`config.mk`:
```
export PLATFORM = sky130hd
export DESIGN_NAME = ifu
export DESIGN_NICKNAME = d
export VERILOG_FILES = /design/src/rtl/npc_pkg.sv /design/src/rtl/ifu.sv
export SDC_FILE = /design/constraint.sdc
export NUM_CORES = 1
export LEC_CHECK = 0
export ABC_CLOCK_PERIOD_IN_PS = 2200
export CAP_MARGIN = 20
export CORE_MARGIN = 2
export CORE_UTILIZATION = 42
export CTS_CLUSTER_DIAMETER = 50
export DETAILED_ROUTE_END_ITERATION = 7
export GPL_ROUTABILITY_DRIVEN = 0
export PLACE_DENSITY = 0.81
export SETUP_SLACK_MARGIN = 0.02
export SYNTH_ARGS = -nofsm -noshare
export SYNTH_HDL_FRONTEND = slang
export SYNTH_SLANG_ARGS = --single-unit
```
`constraint.sdc`:
```
create_clock -name clk -period 2.2 [get_ports clk]
set_input_delay 0.33 -clock clk [delete_from_list [all_inputs] [get_ports clk]]
set_output_delay 0.33 -clock clk [all_outputs]
set_load 0.1 [all_outputs]
```
`src/rtl/npc_pkg.sv`:
```
// npc_pkg: shared IFU state type, reset PC default and nop encoding
package npc_pkg;
  typedef enum logic [1:0] {S_REQ, S_WAIT, S_HOLD} ifu_state_t;
  localparam logic [31:0] INST_NOP         = 32'h0000_0013;
  localparam logic [31:0] RESET_PC_DEFAULT = 32'h8000_0000;
endpackage

```
`src/rtl/ifu.sv`:
```
// ifu: single-outstanding instruction fetch FSM; define IFU_MISALIGN_CHK_EN to fault on misaligned redirects
module ifu
  import npc_pkg::*;
#(
  parameter logic [31:0] RESET_PC = RESET_PC_DEFAULT
) (
  input  logic        clk,
  input  logic        rst_n,
  output logic        imem_req_valid,
  input  logic        imem_req_ready,
  output logic [31:0] imem_req_addr,
  input  logic        imem_rsp_valid,
  input  logic [31:0] imem_rsp_data,
  input  logic        imem_rsp_err,
  output logic        inst_valid,
  input  logic        inst_ready,
  output logic [31:0] inst,
  output logic [31:0] pc,
  input  logic        redirect_valid,
  input  logic [31:0] redirect_pc,
  output logic        fetch_fault
);
  ifu_state_t  state_q, state_d;
  logic [31:0] pc_q, pc_d, inst_q, inst_d, tgt;
  logic        kill_q, kill_d, halt_q, halt_d, fault_q, fault_d, mis;
`ifdef IFU_MISALIGN_CHK_EN
  assign tgt = redirect_pc;
  assign mis = redirect_pc[1:0] != 2'b00;
`else
  assign tgt = redirect_pc & 32'hFFFF_FFFC;
  assign mis = 1'b0;
`endif
  // state, pc, held instruction, kill/halt flags and fault pulse registers
  always_ff @(posedge clk or negedge rst_n)
    if (!rst_n) begin
      state_q <= S_REQ;
      pc_q    <= RESET_PC;
      inst_q  <= INST_NOP;
      kill_q  <= 1'b0;
      halt_q  <= 1'b0;
      fault_q <= 1'b0;
    end else begin
      state_q <= state_d;
      pc_q    <= pc_d;
      inst_q  <= inst_d;
      kill_q  <= kill_d;
      halt_q  <= halt_d;
      fault_q <= fault_d;
    end
  // next state: a request accepted alongside a redirect stays outstanding but is marked killed
  always_comb begin
    state_d = state_q;
    pc_d    = pc_q;
    inst_d  = inst_q;
    kill_d  = kill_q;
    halt_d  = halt_q;
    fault_d = 1'b0;
    case (state_q)
      S_REQ: begin
        if (redirect_valid) begin
          pc_d    = tgt;
          halt_d  = mis;
          fault_d = mis;
        end
        if (!halt_q && imem_req_ready) begin
          state_d = S_WAIT;
          kill_d  = redirect_valid;
        end
      end
      S_WAIT: begin
        if (redirect_valid) begin
          pc_d    = tgt;
          halt_d  = mis;
          fault_d = mis;
          kill_d  = 1'b1;
        end
        if (imem_rsp_valid) begin
          kill_d  = 1'b0;
          state_d = (redirect_valid || kill_q || imem_rsp_err) ? S_REQ : S_HOLD;
          if (!redirect_valid && !kill_q) begin
            inst_d  = imem_rsp_err ? inst_q : imem_rsp_data;
            halt_d  = imem_rsp_err;
            fault_d = imem_rsp_err;
          end
        end
      end
      S_HOLD: begin
        if (redirect_valid) begin
          pc_d    = tgt;
          halt_d  = mis;
          fault_d = mis;
          state_d = S_REQ;
        end else if (inst_ready) begin
          pc_d    = pc_q + 32'd4;
          state_d = S_REQ;
        end
      end
      default: state_d = S_REQ;
    endcase
  end
  // outputs: requests are held off during reset and while halted after a fault
  always_comb begin
    imem_req_valid = rst_n && state_q == S_REQ && !halt_q;
    imem_req_addr  = pc_q;
    inst_valid     = state_q == S_HOLD;
    inst           = inst_q;
    pc             = pc_q;
    fetch_fault    = fault_q;
  end
endmodule
```
==> results of run 1 <==
==> cell type report <==
type	count	area, µm²
fill	676	3210
sequential	67	1750
multi-input combinational	243	1690
timing repair buffer	182	1580
clock buffer	14	173
tap	108	135
clock inverter	2	35.0
inverter	6	22.5
==> power groups by stage <==
stage                     Sequential [mW]  Combinational [mW]  Clock [mW]
after global routing                 1.99                4.66        1.16
after global placement               1.93                4.52           0
final                                1.93                4.54        1.09
after floorplan                      4.42                1.14           0
after detailed placement             1.95                4.56           0
after CTS                            1.93                4.56        1.10
==> worst max-delay path by stage <==
stage / startpoint / endpoint / slack [ns] / cells past startpoint
after detailed placement: redirect_valid / imem_req_addr[27]$_DFFE_PN0P_ / 0.04 / 6
after global routing: imem_req_addr[2]$_DFFE_PN0P_ / imem_req_addr[22]$_DFFE_PN0P_ / 0.09 / 7
after floorplan: imem_req_addr[9]$_DFFE_PN0P_ / imem_req_addr[25]$_DFFE_PN0P_ / -0.01 / 6
after global placement: redirect_valid / imem_req_addr[27]$_DFFE_PN0P_ / 0.09 / 6
final: imem_req_addr[2]$_DFFE_PN0P_ / imem_req_addr[22]$_DFFE_PN0P_ / 0.19 / 7
after CTS: imem_req_addr[10]$_DFFE_PN0P_ / imem_req_addr[25]$_DFFE_PN0P_ / 0.20 / 5
==> cell usage after synthesis, types with 3 or more instances <==
cell type | n | area (µm²)
nor4_1 | 5 | 31.3
clkbuf_1 | 19 | 71.3
o22a_1 | 4 | 35.0
buf_2 | 3 | 15.0
nand4_1 | 8 | 50.1
a31oi_1 | 6 | 37.5
o21ai_0 | 19 | 95.1
nor3_1 | 6 | 30.0
nand2_1 | 21 | 78.8
mux2_2 | 32 | 360
inv_1 | 6 | 22.5
or3_1 | 5 | 31.3
a21boi_0 | 3 | 22.5
a2bb2oi_1 | 5 | 43.8
and3_1 | 5 | 31.3
o22ai_1 | 9 | 56.3
a21oi_1 | 29 | 145
a211oi_1 | 4 | 30.0
buf_4 | 34 | 255
nand3_1 | 15 | 75.1
dfrtp_1 | 63 | 1580
mux2i_1 | 4 | 40.0
nor2b_1 | 3 | 18.8
nor2_1 | 21 | 78.8
dfstp_2 | 4 | 105
==> cells in the final DEF (no fill, tap or decap), types with 3 or more instances in the layout <==
| cell | synthesis | layout |
|---|---|---|
| buf_4 | 34 | 110 |
| clkdlybuf4s50_1 | 0 | 67 |
| dfrtp_1 | 63 | 42 |
| mux2_2 | 32 | 32 |
| a21oi_1 | 29 | 28 |
| nor2_1 | 21 | 21 |
| nand2_1 | 21 | 21 |
| o21ai_0 | 19 | 19 |
| dfrtp_4 | 0 | 16 |
| nand3_1 | 15 | 13 |
| clkbuf_8 | 0 | 12 |
| nand4_1 | 8 | 8 |
| o22ai_1 | 9 | 8 |
| inv_1 | 6 | 6 |
| nor3_1 | 6 | 6 |
| a31oi_1 | 6 | 6 |
| nor4_1 | 5 | 5 |
| and3_1 | 5 | 5 |
| or3_1 | 5 | 5 |
| a2bb2oi_1 | 5 | 5 |
| dfrtp_2 | 0 | 5 |
| o22a_1 | 4 | 4 |
| mux2i_1 | 4 | 4 |
| a211oi_1 | 4 | 4 |
| conb_1 | 1 | 4 |
| dfstp_2 | 4 | 4 |
| buf_12 | 0 | 4 |
| a21boi_0 | 3 | 3 |
==> sequential cells by signal, summed over array words and instances (netlist names) <==
register	count
fetch_fault	1
halt_q	1
imem_req_addr	30
inst	32
kill_q	1
state_q	2
==> cell families (layout without fill, tap and decap cells) <==
logic type / count (synthesis) / in the layout
AO/OA/AOI/OAI: 97 / 97
adder cells (fa/ha/maj): 1 / 1
buffers and inverters: 64 / 204
flip-flops: 67 / 67
multiplexers: 36 / 36
other: 1 / 4
AND/OR/NAND/NOR: 105 / 105
==> worst register-to-register path: cells and delay by family, from the launching register on <==
| kind | cells | cell delay [ns] |
|---|---|---|
| compound gates | 2 | 0.33 |
| flops | 1 | 0.52 |
| buf+inv | 1 | 0.18 |
| fa+ha+maj | 1 | 0.24 |
| simple gates | 3 | 0.62 |
==> routing by layer <==
metal | wire (µm) | vias to the layer above | track usage, % | part of all wire [%]
met5 | 0 | - | 0 | 0
met1 | 4260 | 1640 | 26.9 | 40
li1 | - | 1590 | - | -
met4 | 167 | 0 | 8.55 | 1.6
met2 | 5120 | 177 | 37.8 | 48
met3 | 1040 | 15 | 7.19 | 9.8
==> stage by stage <==
step	setup WS [ns]	TNS [ns]
after global placement	0.0897	0
after floorplan	-0.0112	-0.0112
after global routing	0.0893	0
final	0.192	0
after CTS	0.200	0
after detailed placement	0.0371	0
==> Implementation_results.wiki, run 1 <==
{| class="wikitable"
! Metric !! Value
|-
| Share of total power in combinational logic || 60.1%
|-
| Startpoint of the worst-slack reg-to-reg timing path || imem_req_addr[2]$_DFFE_PN0P_
|-
| Final HPWL from detailed placement || 7.78 mm
|-
| Maximum cell stage delay along the critical path || 0.52 ns
|-
| Initial antenna violation count || 0
|-
| Cells after Synth || 371
|-
| Dpl cells || a little over 600
|-
| Worst-case headroom to the max-slew limit || 42.3%
|-
| Worst R2R Setup Slack || 0.19 ns
|-
| Final Hold Viols || 0
|-
| Slew of the pin with the lowest slew margin || 0.866 ns
|-
| Share of final-layout standard cells stronger than drive strength 1 || 39.1%
|-
| Largest buffer count on any clock path || 2
|-
| Die Y-Extent || 97.4 µm
|-
| Aggregate routed wire length || 10.6 mm
|-
| Seq pwr share || 25.5%
|-
| Portion of the clock cycle consumed by the worst path in the final layout || 91.3%
|-
| Relative area change from synthesis to final layout || 46.9%
|-
| Worst min-delay path category || input pin to asynchronous set/reset pin
|-
| 1st-pass router iterations || 4
|-
| Total number of placement rows || 34
|-
| Cell Area, Synth || 3660 µm²
|-
| Share of cell area taken by muxes after synthesis || 10.9%
|-
| CTS tree || done
|-
| Die area || 9490 µm²
|-
| Maximum vdd ir drop || 1.29 mV
|-
| Reg2reg end || imem_req_addr[22]$_DFFE_PN0P_
|-
| Global-route wire length before repair || 17.2 mm
|-
| Worst hold slack || 0.223 ns
|-
| DRC violation count after routing || 0
|-
| Top FF cell, synth || dfrtp_1
|-
| Count of port buffers added during placement || around 160
|-
| Shortest clock period the worst path allows after layout || 2.01 ns
|-
| Sw frac || 57.5%
|-
| Count of final setup violators || 0
|-
| Critical path class || flip-flop to flip-flop
|-
| Total routing usage reported by global routing || 22.5%
|-
| Cell area after layout || 5380 µm²
|-
| CTS Buf Count || 9
|-
| Buf+Inv Stages, Crit Path || 1
|-
| Horiz. Die Dim || 97.4 µm
|-
| Pwr Total || about 7.6 mW
|-
| Number of warning messages in the yosys log || 0
|-
| DR WL/cell || 17.0 µm
|-
| RSZ-0062 raised after global routing || no
|-
| Endpoint type of the worst setup path || flip-flop
|-
| Antenna-violating nets left || 0
|-
| Max-capacitance violation count || 0
|-
| Root Buffer || clkbuf_8
|-
| Internal power summed over all cells || 3.21 mW
|-
| Via count normalized by instance count || around 5.5
|-
| Required arrival time at the worst endpoint || about 2.4 ns
|-
| Post-CTS Setup Bufs || 0
|-
| Largest fanout of any net on the critical path || 11
|-
| Clk_lat worst skew || 0.35 ns
|-
| Finished Core Util || 62.6%
|-
| Mean cell area of the mapped netlist || roughly 9.9 µm²
|-
| Largest family of logic cells by synthesized area || compound AO/OA/AOI/OAI gates
|-
| Fraction of synthesis flops using an asynchronous set or reset pin || 100%
|-
| Final Max Tran Viols || 0
|-
| Clock tree sinks || 67
|-
| Complex-gate fraction of the synthesized area || 17.0%
|-
| Starting density of the core || a little over two fifths
|-
| Level count of the clock H-tree || 3
|-
| Outcome || finished, final reports clean
|-
| Fraction of synthesized cell area in xor and xnor cells || 0%
|-
| Category of cells accounting for the largest share of critical-path delay || simple AND/OR/NAND/NOR gates
|-
| Detailed router's first-iteration violation count || 185
|-
| Fmax || 0.498 GHz
|-
| Clk_skew || around 0.011 ns
|-
| Count of state elements after synthesis || 67
|-
| Basic-gate share of the synthesized area counting and, or, nand and nor cells || 15.6%
|-
| P_leak || 2.27 nW
|-
| Total number of vias || about 3400
|-
| Startpoint kind of the worst setup timing path || flip-flop
|-
| Logic depth of the worst register-to-register path || 7
|-
| Register area share after synthesis || 45.9%
|-
| Number of gates resized after cts || 0
|-
| Clock edge transition at the registers on the reported setup and hold paths || 0.08 ns
|-
| Maximum number of pins on one net before global-route repair || 68
|-
| Share of synthesized cell area in full adder, half adder and majority cells || 0.342%
|-
| Vias in the first global route || approximately 3600
|-
| Cell area reported after detailed placement || 5170 µm²
|-
| Cells traversed along the worst timing path || ha_1, and3_1, nor2b_1, buf_4, and2_1, a211oi_1, a311oi_1
|-
| Top Ports || 170
|-
| Switching Power || approximately 4.4 mW
|-
| Number of inserted diodes || 0
|-
| CORE AREA || 8590 µm²
|-
| Fraction of power consumed by the clock network || between 10% and 20%
|-
| Final Instance Count excl. Fillers || 622
|-
| Count of hold-fix buffers inserted at cts || 0
|-
| Slowest stage cell on the critical path || dfrtp_4
|-
| Number of enable-type register cells in the synthesized netlist || 0
|-
| Count of distinct cell types in the synthesized netlist || 51
|-
| Cell Pwr Density || ~1400 nW/µm²
|-
| Overall overflow remaining after global route || 0
|-
| Total Nets Final || 581
|-
| Worst EP arrival || 2.23 ns
|}
No activity file was read; power rests on OpenSTA's default activity.
==> run 2: changes to the inputs <==
--- a/config.mk
+++ b/config.mk
@@ -5,11 +5,12 @@
 export SDC_FILE = /design/constraint.sdc
 export NUM_CORES = 1
 export LEC_CHECK = 0
+export ABC_AREA = 1
 export ABC_CLOCK_PERIOD_IN_PS = 2200
 export CAP_MARGIN = 20
 export CORE_MARGIN = 2
-export CORE_UTILIZATION = 42
-export CTS_CLUSTER_DIAMETER = 50
+export CORE_UTILIZATION = 43
+export CTS_CLUSTER_DIAMETER = 120
 export DETAILED_ROUTE_END_ITERATION = 7
 export GPL_ROUTABILITY_DRIVEN = 0
 export PLACE_DENSITY = 0.81
==> Implementation_results.wiki, run 2 <==
{| class="wikitable"
! Metric !! Value
|-
| Share of cell area taken by muxes after synthesis || 0% (-11 points)
|-
| Fmax || 0.561 GHz (+13%)
|-
| Count of final setup violators || 0 (unchanged)
|-
| Max-capacitance violation count || 0 (unchanged)
|-
| Worst EP arrival || 2.02 ns (-0.21 ns)
|-
| Pwr Total || 8.16 mW (+7.9%)
|-
| Count of port buffers added during placement || 163 (unchanged)
|-
| Cell area after layout || 5570 µm² (+3.4%)
|-
| Count of state elements after synthesis || 67 (unchanged)
|-
| Relative area change from synthesis to final layout || 36.8%
|-
| Clk_lat worst skew || 0.34 ns (about the same)
|-
| Fraction of synthesized cell area in xor and xnor cells || 0.215% (+0.22 points)
|-
| Largest fanout of any net on the critical path || 6 (-5)
|-
| Required arrival time at the worst endpoint || 2.44 ns (+0.02 ns)
|-
| Cells traversed along the worst timing path || ha_1, nand2_1, nor2_1, nand2_1, nor2_1, nand3_1, o21ai_0, nand2_1, nand2_1, inv_1
|-
| Total number of vias || 4118 (+20%)
|-
| Final HPWL from detailed placement || 8.25 mm (+6.1%)
|-
| Maximum vdd ir drop || 1.45 mV (+13%)
|-
| Number of inserted diodes || 0 (unchanged)
|-
| P_leak || 2.78 nW (+23%)
|-
| Count of hold-fix buffers inserted at cts || 0 (unchanged)
|-
| Finished Core Util || 60.5% (-2.1 points)
|-
| Fraction of synthesis flops using an asynchronous set or reset pin || 100% (unchanged)
|-
| Max FFs per register || 32 (unchanged)
|-
| Number of gates resized after cts || 0 (unchanged)
|-
| Level count of the clock H-tree || 3 (unchanged)
|-
| Cell area reported after detailed placement || 5330 µm² (+3.0%)
|-
| Startpoint kind of the worst setup timing path || flip-flop
|-
| Cells taking the most area after synthesis || dfrtp_1 39%, nand2_1 23%, buf_4 6.6%
|-
| Number of warning messages in the yosys log || 0 (unchanged)
|-
| Cells after Synth || 589 (+59%)
|-
| Overall overflow remaining after global route || 0 (unchanged)
|-
| Horiz. Die Dim || 101 µm (+4.0%)
|-
| Worst min-delay path category || input pin to asynchronous set/reset pin
|-
| Count of distinct cell types in the synthesized netlist || 34 (-33%)
|-
| Sum of negative setup slack || 0 ns (unchanged)
|-
| Total routing usage reported by global routing || 22.2% (-0.23 points)
|-
| Initial antenna violation count || 0 (unchanged)
|-
| Layout fillers || 845 (+25%)
|-
| Number of enable-type register cells in the synthesized netlist || 0 (unchanged)
|-
| Leading post-synthesis cells by instance count || 246 x nand2_1, 63 x dfrtp_1, 49 x inv_1
|-
| Total Nets Final || 792 (+36%)
|-
| Clock edge transition at the registers on the reported setup and hold paths || 0.08 ns (about the same)
|-
| Basic-gate share of the synthesized area counting and, or, nand and nor cells || 36.0% (+20 points)
|-
| Antenna-violating nets left || 0 (unchanged)
|-
| Slowest stage cell on the critical path || dfrtp_2
|-
| Die Y-Extent || 101 µm (+4.0%)
|-
| DRC violation count after routing || 0 (unchanged)
|-
| Library cell appearing most often on the critical path || nand2_1
|-
| Top Ports || 170 (unchanged)
|-
| Shortest clock period the worst path allows after layout || 1.78 ns (-0.227 ns)
|-
| Clk_skew || 0.00775 ns (-0.00334 ns)
|-
| Leading cell type in the layout, fill and taps excluded || nand2_1
|-
| Largest buffer count on any clock path || 2 (unchanged)
|-
| Post-CTS Setup Bufs || 0 (unchanged)
|-
| Dpl cells || 820 (+35%)
|-
| 1st-pass router iterations || 5 (+1)
|-
| Die area || 10300 µm² (+8.2%)
|-
| Cell Pwr Density || 1470 nW/µm² (+4.3%)
|-
| Mean cell area of the mapped netlist || 6.91 µm² (-30%)
|-
| Global-route wire length before repair || 18.1 mm (+4.8%)
|-
| CTS Buf Count || 9 (unchanged)
|-
| Share of final-layout standard cells stronger than drive strength 1 || 20.0% (-19 points)
|-
| Maximum number of pins on one net before global-route repair || 68 (unchanged)
|-
| Clock tree sinks || 67 (unchanged)
|-
| Proportion of netlist area held by the largest area contributor || 38.7% (-4.3 points)
|-
| Vias in the first global route || 3997 (+12%)
|-
| Final Instance Count excl. Fillers || 836 (+34%)
|-
| Via count normalized by instance count || 4.93 (-10%)
|-
| Critical path class || flip-flop to flip-flop
|-
| Top cell type by total area after synthesis || dfrtp_1
|-
| Slew of the pin with the lowest slew margin || 0.876 ns (+0.00996 ns)
|-
| Final Max Tran Viols || 0 (unchanged)
|-
| DR WL/cell || 13.5 µm (-21%)
|-
| Leading cell types in the layout, fill and taps excluded || 246 x nand2_1, 97 x buf_4, 67 x clkdlybuf4s50_1
|-
| Aggregate routed wire length || 11.3 mm (+6.5%)
|-
| Outcome || finished, final reports clean
|-
| Total number of placement rows || 35 (+2.9%)
|-
| Starting density of the core || 44.3% (+1.6 points)
|-
| CORE AREA || 9200 µm² (+7.0%)
|-
| RSZ-0062 raised after global routing || no
|-
| Share of synthesized cell area in full adder, half adder and majority cells || 0.307% (-0.034 points)
|-
| Maximum cell stage delay along the critical path || 0.41 ns (-0.11 ns)
|-
| Worst-case headroom to the max-slew limit || 41.6% (-0.66 points)
|-
| Root Buffer || clkbuf_8
|-
| Portion of the clock cycle consumed by the worst path in the final layout || 81.0% (-10 points)
|-
| Final Hold Viols || 0 (unchanged)
|-
| Complex-gate fraction of the synthesized area || 8.15% (-8.8 points)
|-
| CTS tree || done
|-
| Count leader, synth || nand2_1
|-
| Register area share after synthesis || 41.3% (-4.6 points)
|-
| Top FF cell, synth || dfrtp_1
|-
| Endpoint type of the worst setup path || flip-flop
|-
| Cell Area, Synth || 4070 µm² (+11%)
|-
| Largest family of logic cells by synthesized area || simple AND/OR/NAND/NOR gates
|-
| Detailed router's first-iteration violation count || 115 (-38%)
|}
-- run 2: cell count changes after synthesis, moves of 8 or more --
cell      delta
o21ai_0     +18
clkbuf_1    -18
nand2_1    +225
buf_2        +8
nor2_1      +25
nand3_1     +23
inv_1       +43
a21oi_1     -14
mux2_2      -32
-- run 2: kinds of logic after synthesis --
| group | count (synthesis) |
|---|---|
| AND/OR/NAND/NOR | 351 |
| buffers and inverters | 105 |
| flip-flops | 67 |
| AO/OA/AOI/OAI | 63 |
| XOR/XNOR | 1 |
| adder cells (fa/ha/maj) | 1 |
| other | 1 |
-- run 2: cell type report --
cell class	count	area [µm²]	area share, %
clock inverters	7	116	2.09
repair buffers	168	1460	26.3
multi-input cells	420	1840	33.0
inverters	54	204	3.66
flip-flops and latches	67	1680	30.3
clock buffers	9	124	2.23
well taps	111	139	2.49
-- run 2: metal layers --
| metal | up-vias | track usage [%] | wire length (µm) |
|---|---|---|---|
| met4 | 0 | 9.77 | 274 |
| met5 | - | 0 | 0 |
| met3 | 18 | 6.63 | 1090 |
| met2 | 197 | 37.7 | 5400 |
| met1 | 1845 | 26.1 | 4500 |
| li1 | 2058 | - | - |
-- run 2: critical path: cells and delay by family (launching register included) --
kind	cells	cell delay [ns]
and+or+nand+nor	7	0.85
adders and majority gates	1	0.29
DFF	1	0.41
buffers and inverters	1	0.04
AOI/OAI and AO/OA	1	0.09
-- run 2: where the power goes --
| group | internal (mW) | switching [mW] | total (mW) |
|---|---|---|---|
| logic | 0.951 | 3.99 | 4.94 |
| registers | 1.62 | 0.350 | 1.97 |
| clock network | 0.751 | 0.504 | 1.26 |
| total | 3.32 | 4.84 | 8.16 |
-- run 2: worst paths after layout --
check                                              from                       endpoint  cells past startpoint  slack, ns
max reg2reg                imem_req_addr[2]$_DFFE_PN0P_  imem_req_addr[12]$_DFFE_PN0P_                     10       0.42
max in group asynchronous                         rst_n   imem_req_addr[2]$_DFFE_PN0P_                      2       1.33
min in group clk                    inst[0]$_DFFE_PN1P_            inst[0]$_DFFE_PN1P_                      2       0.47
min reg2reg                         inst[0]$_DFFE_PN1P_            inst[0]$_DFFE_PN1P_                      2       0.47
min                                               rst_n           inst[23]$_DFFE_PN0P_                      2       0.22
max                        imem_req_addr[2]$_DFFE_PN0P_  imem_req_addr[12]$_DFFE_PN0P_                     10       0.42
-- run 2: per-stage QoR --
| step | hold slack [ns] | worst slack (ns) |
|---|---|---|
| 2_1_floorplan | 0.0344 | 0.106 |
| 3_3_place_gp | 0.457 | 0.287 |
| 3_5_place_dp | 0.460 | 0.211 |
| 4_1_cts | 0.281 | 0.430 |
| 5_1_grt | 0.317 | 0.220 |
| 6_report | 0.222 | 0.419 |
